==> config.mk <==
export PLATFORM = sky130hd
export DESIGN_NAME = hc8_regfile_flat
export DESIGN_NICKNAME = d
export VERILOG_FILES = /design/src/rtl/hc8_regfile_if.sv /design/src/rtl/hc8_regfile.sv /design/src/flat_wrapper.sv
export SDC_FILE = /design/constraint.sdc
export NUM_CORES = 1
export LEC_CHECK = 0
export BUFFER_PORTS_ARGS = -buffer_cell sky130_fd_sc_hd__buf_4
export CAP_MARGIN = 20
export CORE_ASPECT_RATIO = 0.7
export CORE_MARGIN = 2
export CORE_UTILIZATION = 35
export DETAILED_ROUTE_END_ITERATION = 7
export PLACE_DENSITY = 0.5
export SLEW_MARGIN = 25
export SYNTH_ARGS = -nofsm -noshare
export SYNTH_HDL_FRONTEND = slang
export SYNTH_SLANG_ARGS = --single-unit
==> constraint.sdc <==
create_clock -name clk -period 2.3 [get_ports clk]
set_input_delay 0.115 -clock clk [delete_from_list [all_inputs] [get_ports clk]]
set_output_delay 0.115 -clock clk [all_outputs]
set_load 0.01 [all_outputs]
==> src/rtl/hc8_regfile_if.sv <==
// Operand/flag bus between the HC8 register file and the ALU-side controller.
// The regfile is the slave: it serves reads and captures the ALU result and flags.
interface hc8_regfile_if #(
    parameter int WIDTH = 4,
    parameter int DEPTH = 16
);
    localparam int SEL_W = (DEPTH > 1) ? $clog2(DEPTH) : 1;

    logic [SEL_W-1:0] rd_a_sel;
    logic [SEL_W-1:0] rd_b_sel;
    logic [WIDTH-1:0] out_A;
    logic [WIDTH-1:0] out_B;
    logic             wr_en;
    logic [SEL_W-1:0] wr_sel;
    logic [WIDTH-1:0] wr_data;
    logic [2:0]       alu_sel;
    logic             alu_carry;
    logic             carry_flag;
    logic             zero_flag;

    modport master (
        output rd_a_sel, rd_b_sel, wr_en, wr_sel, wr_data, alu_sel, alu_carry,
        input  out_A, out_B, carry_flag, zero_flag
    );

    modport slave (
        input  rd_a_sel, rd_b_sel, wr_en, wr_sel, wr_data, alu_sel, alu_carry,
        output out_A, out_B, carry_flag, zero_flag
    );
endinterface

==> src/rtl/hc8_regfile.sv <==
// HC8 operand register file with carry/zero flags, closing the ALU accumulate
// and carry-chain loop across cycles. Two combinational reads, one registered write.
module hc8_regfile #(
    parameter int WIDTH = 4,
    parameter int DEPTH = 16
) (
    input logic           clk,
    input logic           rst,
    hc8_regfile_if.slave  bus
);
    localparam int  SEL_W  = (DEPTH > 1) ? $clog2(DEPTH) : 1;
    localparam bit  POW2   = ((1 << SEL_W) == DEPTH);

    localparam logic [2:0] OP_ADD = 3'b010;
    localparam logic [2:0] OP_SUB = 3'b011;

    logic [WIDTH-1:0] regs [DEPTH];
    logic             carry_q;
    logic             zero_q;

    // Index bits beyond DEPTH wrap around instead of addressing missing entries.
    function automatic logic [SEL_W-1:0] wrap_idx(input logic [SEL_W-1:0] sel);
        if (POW2) begin
            return sel;
        end
        return SEL_W'(int'(sel) % DEPTH);
    endfunction

    // Only arithmetic ops own the carry; logical ops must not disturb a pending chain.
    function automatic logic updates_carry(input logic [2:0] op);
        return (op == OP_ADD) || (op == OP_SUB);
    endfunction

    function automatic logic is_zero(input logic [WIDTH-1:0] d);
        return (d == '0);
    endfunction

    always_ff @(posedge clk or posedge rst) begin
        if (rst) begin
            for (int i = 0; i < DEPTH; i++) begin
                regs[i] <= '0;
            end
            carry_q <= 1'b0;
            zero_q  <= 1'b0;
        end else if (bus.wr_en) begin
            regs[wrap_idx(bus.wr_sel)] <= bus.wr_data;
            zero_q <= is_zero(bus.wr_data);
            if (updates_carry(bus.alu_sel)) begin
                carry_q <= bus.alu_carry;
            end
        end
    end

    // Reads see stored state only, so a same-cycle write returns the old value.
    assign bus.out_A      = regs[wrap_idx(bus.rd_a_sel)];
    assign bus.out_B      = regs[wrap_idx(bus.rd_b_sel)];
    assign bus.carry_flag = carry_q;
    assign bus.zero_flag  = zero_q;

endmodule
==> src/flat_wrapper.sv <==
// flat-port wrapper written by rule: the top's interface ports become plain ports
module hc8_regfile_flat 
#(
    parameter int WIDTH = 4,
    parameter int DEPTH = 16
)
  (clk, rst, bus_rd_a_sel, bus_rd_b_sel, bus_wr_en, bus_wr_sel, bus_wr_data, bus_alu_sel, bus_alu_carry, bus_out_A, bus_out_B, bus_carry_flag, bus_zero_flag);
  hc8_regfile_if #(.WIDTH(WIDTH), .DEPTH(DEPTH)) bus_i ();
  input logic clk;
  input logic rst;
  input wire logic [$bits(bus_i.rd_a_sel)-1:0] bus_rd_a_sel;
  input wire logic [$bits(bus_i.rd_b_sel)-1:0] bus_rd_b_sel;
  input wire logic [$bits(bus_i.wr_en)-1:0] bus_wr_en;
  input wire logic [$bits(bus_i.wr_sel)-1:0] bus_wr_sel;
  input wire logic [$bits(bus_i.wr_data)-1:0] bus_wr_data;
  input wire logic [$bits(bus_i.alu_sel)-1:0] bus_alu_sel;
  input wire logic [$bits(bus_i.alu_carry)-1:0] bus_alu_carry;
  output wire logic [$bits(bus_i.out_A)-1:0] bus_out_A;
  output wire logic [$bits(bus_i.out_B)-1:0] bus_out_B;
  output wire logic [$bits(bus_i.carry_flag)-1:0] bus_carry_flag;
  output wire logic [$bits(bus_i.zero_flag)-1:0] bus_zero_flag;
  assign bus_i.rd_a_sel = bus_rd_a_sel;
  assign bus_i.rd_b_sel = bus_rd_b_sel;
  assign bus_i.wr_en = bus_wr_en;
  assign bus_i.wr_sel = bus_wr_sel;
  assign bus_i.wr_data = bus_wr_data;
  assign bus_i.alu_sel = bus_alu_sel;
  assign bus_i.alu_carry = bus_alu_carry;
  assign bus_out_A = bus_i.out_A;
  assign bus_out_B = bus_i.out_B;
  assign bus_carry_flag = bus_i.carry_flag;
  assign bus_zero_flag = bus_i.zero_flag;
  hc8_regfile #(.WIDTH(WIDTH), .DEPTH(DEPTH)) u_core (.clk(clk), .rst(rst), .bus(bus_i));
endmodule
==> results.json, run 1 <==
{
  "run_status": "finished, final reports clean",
  "finalPower_mw": 3.882,
  "worst_slew_margin_relative_to_its_limit_pct": 53.85,
  "timing.final.hold_violations": 0,
  "synthesis.area_um2": 3578,
  "rsz0062_at_grt": "no",
  "postCtsHoldBufs": 1,
  "post-route-util_pct": 43.02,
  "cts_setup_buffers": 0,
  "synthesis.yosys.warnings": 0,
  "p_leak_nw": 1.761,
  "power.density_cell_area_nw_per_um2": 917.6,
  "globalRouteOverflowTotal": 0,
  "worst_skew_pair.late_latency_ps": 330,
  "critical_path_class": "flop to primary output",
  "dpl.cell_count": 394,
  "maxCapViolations": 0,
  "grt_start_max_net_pins": 67,
  "layout.filler_cells": 936,
  "ys_seq_elements": 66,
  "cts_tree": "built",
  "post_route_cells_drive_above_1_share_pct": 51.94,
  "setup-tns-final_ps": 0,
  "cts_root_buffer": "sky130_fd_sc_hd__clkbuf_16",
  "io_pins": 33,
  "place.gp.congestion": 0.7982,
  "die_width_um": 124.9,
  "num-nets-final": 301,
  "track_usage_pct": 17.69,
  "holdWs_ps": 15.48,
  "first_global_vias": 2316,
  "clock_path_buffers": 2,
  "r2r_setup_slack_ps": 1510,
  "area_growth_syn_to_layout_pct": 18.22,
  "cp-end-kind": "primary output",
  "grt_antenna_before_repair": 0,
  "finalWorstSetupSlack_ps": 407.6,
  "max_slew_violation_count": 0,
  "most-common-layout-cells": "66 x sky130_fd_sc_hd__dfrtp_1, 62 x sky130_fd_sc_hd__mux2_2, 32 x sky130_fd_sc_hd__mux4_2, 32 x sky130_fd_sc_hd__buf_4, 19 x sky130_fd_sc_hd__nand3_1",
  "post_cts.resized_instances": 0,
  "stdcell_count": 411,
  "layout_worst_path_cycle_share_pct": 82.28,
  "post_synth_inst_count": 248,
  "path_max_fanout": 3,
  "drt-pass1-iter-count": 4,
  "number_of_sinks_on_the_clock_net": 66,
  "vias": 2297,
  "post_synth.cell_area_avg_um2": 14.43,
  "layout_min_cycle_time_ps": 1892,
  "critical_path_start_type": "flop",
  "hpwlAfterDp_mm": 6.104,
  "synth.net_count": 271,
  "routed_wl_mm": 8.916,
  "routed_via_count_divided_by_cell_count": 5.589,
  "dieArea_um2": 11060,
  "route.antenna.remaining_nets": 0,
  "synth_cell_type_count": 24,
  "clk_pin_slew_worst_setup_hold_paths_ps": 50,
  "final_routed_drc_violation_total": 0,
  "core-area_um2": 9834,
  "fmax_ghz": 0.5284,
  "num_antenna_cells": 0,
  "finalClockSkew_ps": 0,
  "final_area_um2": 4230,
  "worst_slew_pin_slew_ps": 687.0,
  "depth_of_the_cts_h_tree": 3,
  "rows": 30,
  "layout.cells.most_common": "sky130_fd_sc_hd__dfrtp_1",
  "inserted_clock_buffers": 9,
  "cp_data_arrival_time_ps": 1780,
  "seq_area_frac_synth_pct": 46.15,
  "setup_viol_count_final": 0,
  "placement.io_buffers": 31,
  "drt-initial-drc-count": 170,
  "wire_length_of_the_first_global_routing_pass_mm": 14.03,
  "class_of_the_worst_hold_path": "primary input to flop",
  "dpl-instance-area_um2": 3921,
  "ir_drop_uv": 367.0,
  "dieHeight_um": 88.60,
  "worst_ep_required_time_ps": 2180,
  "avgRoutedWirePerCell_um": 21.69,
  "initial_utilization_pct": 36.39,
  "post-place-ws_ps": 580.7
}
## area by class of cell
cell class	count	area (um^2)	share of cell area (%)
Multi-Input combinational cell	166	1846	43.63
Clock inverter	2	35.03	0.8282
Inverter	1	3.754	0.08873
Clock buffer	14	264.0	6.241
Timing Repair Buffer	34	270.3	6.389
Sequential cell	66	1652	39.04
Tap cell	128	160.2	3.786
## synth_stat cells (all sizes together)
| master | n | share of area [%] |
|---|---|---|
| nor3b | 2 | 0.42 |
| clkbuf | 6 | 0.66 |
| a22oi | 8 | 1.7 |
| nand3 | 19 | 2.7 |
| or4 | 1 | 0.21 |
| mux2 | 66 | 21 |
| dfrtp | 66 | 46 |
| nor2 | 10 | 1.0 |
| nor3 | 3 | 0.56 |
| nand3b | 2 | 0.42 |
| buf | 9 | 1.5 |
| nand2b | 5 | 0.87 |
| nand2 | 12 | 1.3 |
| inv | 1 | 0.10 |
| nor2b | 4 | 0.70 |
| or3 | 1 | 0.17 |
| mux4 | 32 | 20 |
| nor4 | 1 | 0.17 |
## power by group
part | leakage, nW | total, mW | switching, mW | internal, mW
Sequential | 0.810 | 1.63 | 0.194 | 1.43
Clock | 0.147 | 1.38 | 0.479 | 0.897
Combinational | 0.804 | 0.880 | 0.332 | 0.548
## worst max-delay path, stage by stage, from the launching register on
cell and delay [ps]:
sky130_fd_sc_hd__dfrtp_1 390, sky130_fd_sc_hd__mux4_2 510, sky130_fd_sc_hd__a22oi_1 230, sky130_fd_sc_hd__nand3_1 160
sky130_fd_sc_hd__buf_4 170
## kinds of logic after synthesis
family	share of synthesized area, %
and+or+nand+nor	8.567
AOI/OAI and AO/OA	1.678
buffers and inverters	2.273
DFF	46.15
muxes	41.33
## per-layer routing
metal	global-route usage, %	up-vias	share of wire, %
met2	24.79	53	42
li1	-	1026	-
met3	6.046	12	5.9
met4	4.949	0	1.1
met1	26.18	1206	51
met5	0	-	0
## state kept, by name (all words and copies together), names as in the netlist
name / cells
u_core.regs: 64
u_core.bus.zero_flag: 1
u_core.bus.carry_flag: 1
## path summary, 6_finish.rpt
check | start | to | cells after the start
max | u_core.regs[48] | bus_out_A[0] | 4
min | bus_alu_carry | u_core.bus.carry_flag | 2
max reg2reg | u_core.regs[23] | u_core.regs[23] | 1
min reg2reg | u_core.bus.carry_flag | u_core.bus.carry_flag | 1
max in group asynchronous | rst | u_core.regs[13] | 4
min in group asynchronous | rst | u_core.regs[36] | 4
Note: power is estimated with default switching activity, not from simulation.
==> inputs of run 2 (changes only) <==
ABC_AREA = 1   (was not set)
PLACE_DENSITY = 0.51   (was 0.5)
clock period = 1.55 ns   (was 2.3 ns; I/O delays follow)
==> run 2 against run 1 <==
Critical path depth grew 3. Count of clock-buffer cells in the layout increased by 1. Clock skew is the same. Synthesized area grew 8.3%. Sequential share of layout area fell by 4.2 points. Worst hold slack worse by 9.1 ps. Largest power group unchanged. Via count rose by 67%.
==> results.json, run 2 <==
{
  "cp_data_arrival_time_ps": 1400,
  "finalWorstSetupSlack_ps": 76.76,
  "routed_wl_mm": 12.92,
  "layout.filler_cells": 1167,
  "synth_top_area_cell": "sky130_fd_sc_hd__dfrtp_1",
  "grt_antenna_before_repair": 0,
  "max_slew_violation_count": 0,
  "clk_pin_slew_worst_setup_hold_paths_ps": 60,
  "path_max_fanout": 2,
  "critical_path_start_type": "flop",
  "cp-end-kind": "primary output",
  "vias": 3839,
  "rows": 32,
  "clock_path_buffers": 2,
  "cts_tree": "built",
  "setup-tns-final_ps": 0,
  "timing.final.hold_violations": 0,
  "cts_root_buffer": "sky130_fd_sc_hd__clkbuf_16",
  "synth_enable_flop_cells": 0,
  "maxCapViolations": 0,
  "first_global_vias": 3578,
  "depth_of_the_cts_h_tree": 3,
  "worst_skew_pair.late_latency_ps": 330,
  "ir_drop_uv": 629.5,
  "power.share.sequential_pct": 39.3,
  "post-route-util_pct": 43.52,
  "fmax_ghz": 0.6788,
  "finalClockSkew_ps": 0,
  "layout_min_cycle_time_ps": 1473,
  "num-nets-final": 648,
  "wire_length_of_the_first_global_routing_pass_mm": 20.33,
  "routed_via_count_divided_by_cell_count": 4.903,
  "post_synth.cell_area_avg_um2": 6.599,
  "worst_slew_margin_relative_to_its_limit_pct": 62.81,
  "post-place-ws_ps": 272.0,
  "post_route_cells_drive_above_1_share_pct": 13.65,
  "route.antenna.remaining_nets": 0,
  "place.gp.congestion": 0.9390,
  "finalPower_mw": 5.725,
  "num_antenna_cells": 0,
  "p_leak_nw": 2.446,
  "die_width_um": 129.7,
  "final_routed_drc_violation_total": 0,
  "layout_worst_path_cycle_share_pct": 95.05,
  "placement.io_buffers": 31,
  "ys_seq_elements": 66,
  "synth_async_sr_flop_share_pct": 100.0,
  "drt-initial-drc-count": 371,
  "synth_cell_type_count": 16,
  "globalRouteOverflowTotal": 0,
  "synthesis.area_um2": 3874,
  "register_bank_with_the_most_flops": "u_core.regs",
  "power.density_cell_area_nw_per_um2": 1208,
  "avgRoutedWirePerCell_um": 16.50,
  "share_clk_of_total_power_pct": 35.5,
  "top_area_cell_type_share_of_the_netlist_area_pct": 42.64,
  "synth_common_cells": "213 x sky130_fd_sc_hd__nand2_1, 114 x sky130_fd_sc_hd__nand3_1, 85 x sky130_fd_sc_hd__inv_1",
  "core-area_um2": 10890,
  "synth-main-ff-cell": "sky130_fd_sc_hd__dfrtp_1",
  "post_synth_inst_count": 587,
  "synth_top_cells_by_area": "sky130_fd_sc_hd__dfrtp_1 43%, sky130_fd_sc_hd__nand2_1 21%, sky130_fd_sc_hd__nand3_1 15%",
  "class_of_the_worst_hold_path": "primary input to flop",
  "grt_start_max_net_pins": 67,
  "internal-power_mw": 3.901,
  "critical_path_class": "flop to primary output",
  "swShare_pct": 31.86,
  "synth.most_common_cell": "sky130_fd_sc_hd__nand2_1",
  "number_of_sinks_on_the_clock_net": 66,
  "initial_utilization_pct": 35.57,
  "hpwlAfterDp_mm": 9.326,
  "seq_area_frac_synth_pct": 42.64,
  "drt-pass1-iter-count": 7,
  "comb_power_share_pct": 25.2,
  "area_growth_syn_to_layout_pct": 22.35,
  "dieArea_um2": 11940,
  "io_pins": 33,
  "dieHeight_um": 92.02,
  "inserted_clock_buffers": 9,
  "worst_ep_required_time_ps": 1470,
  "run_status": "finished, final reports clean",
  "r2r_setup_slack_ps": 770,
  "worst_slew_pin_slew_ps": 557.2,
  "synth.net_count": 610,
  "layout.cells.most_common": "sky130_fd_sc_hd__nand2_1",
  "synthesis.yosys.warnings": 0,
  "most-common-layout-cells": "211 x sky130_fd_sc_hd__nand2_1, 104 x sky130_fd_sc_hd__nand3_1, 80 x sky130_fd_sc_hd__inv_1",
  "setup_viol_count_final": 0,
  "track_usage_pct": 22.92,
  "largest_reg_flops": 64,
  "switchingPower_mw": 1.824
}
==> run 2: changes by cell type in the layout (fill, tap and decap cells not counted), moves of 17 or more <==
cell	change
sky130_fd_sc_hd__nand2_1	+200
sky130_fd_sc_hd__buf_4	+17
sky130_fd_sc_hd__mux2_2	-62
sky130_fd_sc_hd__mux4_2	-32
sky130_fd_sc_hd__o21ai_0	+63
sky130_fd_sc_hd__nand3_1	+85
sky130_fd_sc_hd__inv_1	+80
==> run 2: critical path, stage by stage, from the launching register on <==
cell and delay, ps:
sky130_fd_sc_hd__dfrtp_1 370, sky130_fd_sc_hd__inv_1 120, sky130_fd_sc_hd__nand2_1 70, sky130_fd_sc_hd__nand3_1 60, sky130_fd_sc_hd__nand3_1 70, sky130_fd_sc_hd__nand3_1 120
sky130_fd_sc_hd__nand2_1 100, sky130_fd_sc_hd__buf_4 150
==> run 2: area by class of cell <==
cell class,instances,area [um^2],share of cell area (%)
flip-flops and latches,66,1652,34.85
repair buffers,53,427.9,9.028
well taps,153,191.4,4.039
inverters,86,326.6,6.890
clock buffers,15,297.8,6.283
multi-input cells,409,1839,38.81
clock inverters,1,5.005,0.1056
==> run 2: through the flow <==
step                      hold WS (ps)  cells  instance area, um^2
after floorplan                  174.5    587                 3877
after global placement           202.9    764                 4354
after detailed placement         211.3    764                 4354
after CTS                       0.2825    782                 4677
after global routing             9.782    783                 4740
final                            6.394    783                 4740
==> run 2: metal layers <==
metal | up-vias | share of wire [%] | GRT usage [%]
met3 | 14 | 5.3 | 4.201
met5 | - | 0 | 0
met2 | 110 | 42 | 31.41
li1 | 1920 | - | -
met4 | 0 | 1.2 | 5.735
met1 | 1795 | 52 | 36.47
==> run 2: what timing repair did <==
item / CTS / global route
hold endpoints to repair: 67 / 0
resized for setup: 0 / 16
endpoints found under the setup margin: 0 / 5
buffers inserted: 0 / 1
hold buffers: 2 / 0
==> run 2: kinds of logic after synthesis <==
| family | synth area share, % |
|---|---|
| AOI/OAI and AO/OA | 8.689 |
| DFF | 42.64 |
| buffers and inverters | 11.30 |
| and+or+nand+nor | 37.37 |
==> run 2: path summary, 6_finish.rpt <==
kind | from | endpoint | cells after the start
max | u_core.regs[63] | bus_out_A[3] | 7
min | bus_alu_carry | u_core.bus.carry_flag | 3
max reg2reg | u_core.regs[57] | u_core.regs[57] | 3
min reg2reg | u_core.regs[10] | u_core.regs[10] | 2
max in group asynchronous | rst | u_core.regs[41] | 4
min in group asynchronous | rst | u_core.regs[15] | 4
==> run 2: power by group through the flow <==
stage / Combinational [mW] / Clock (mW) / Sequential, mW
CTS: 1.41 / 2.09 / 2.25
global placement: 1.38 / 0 / 2.27
detailed placement: 1.40 / 0 / 2.27
floorplan: 0.943 / 0 / 2.23
finish: 1.44 / 2.03 / 2.25
global route: 1.65 / 2.17 / 2.29
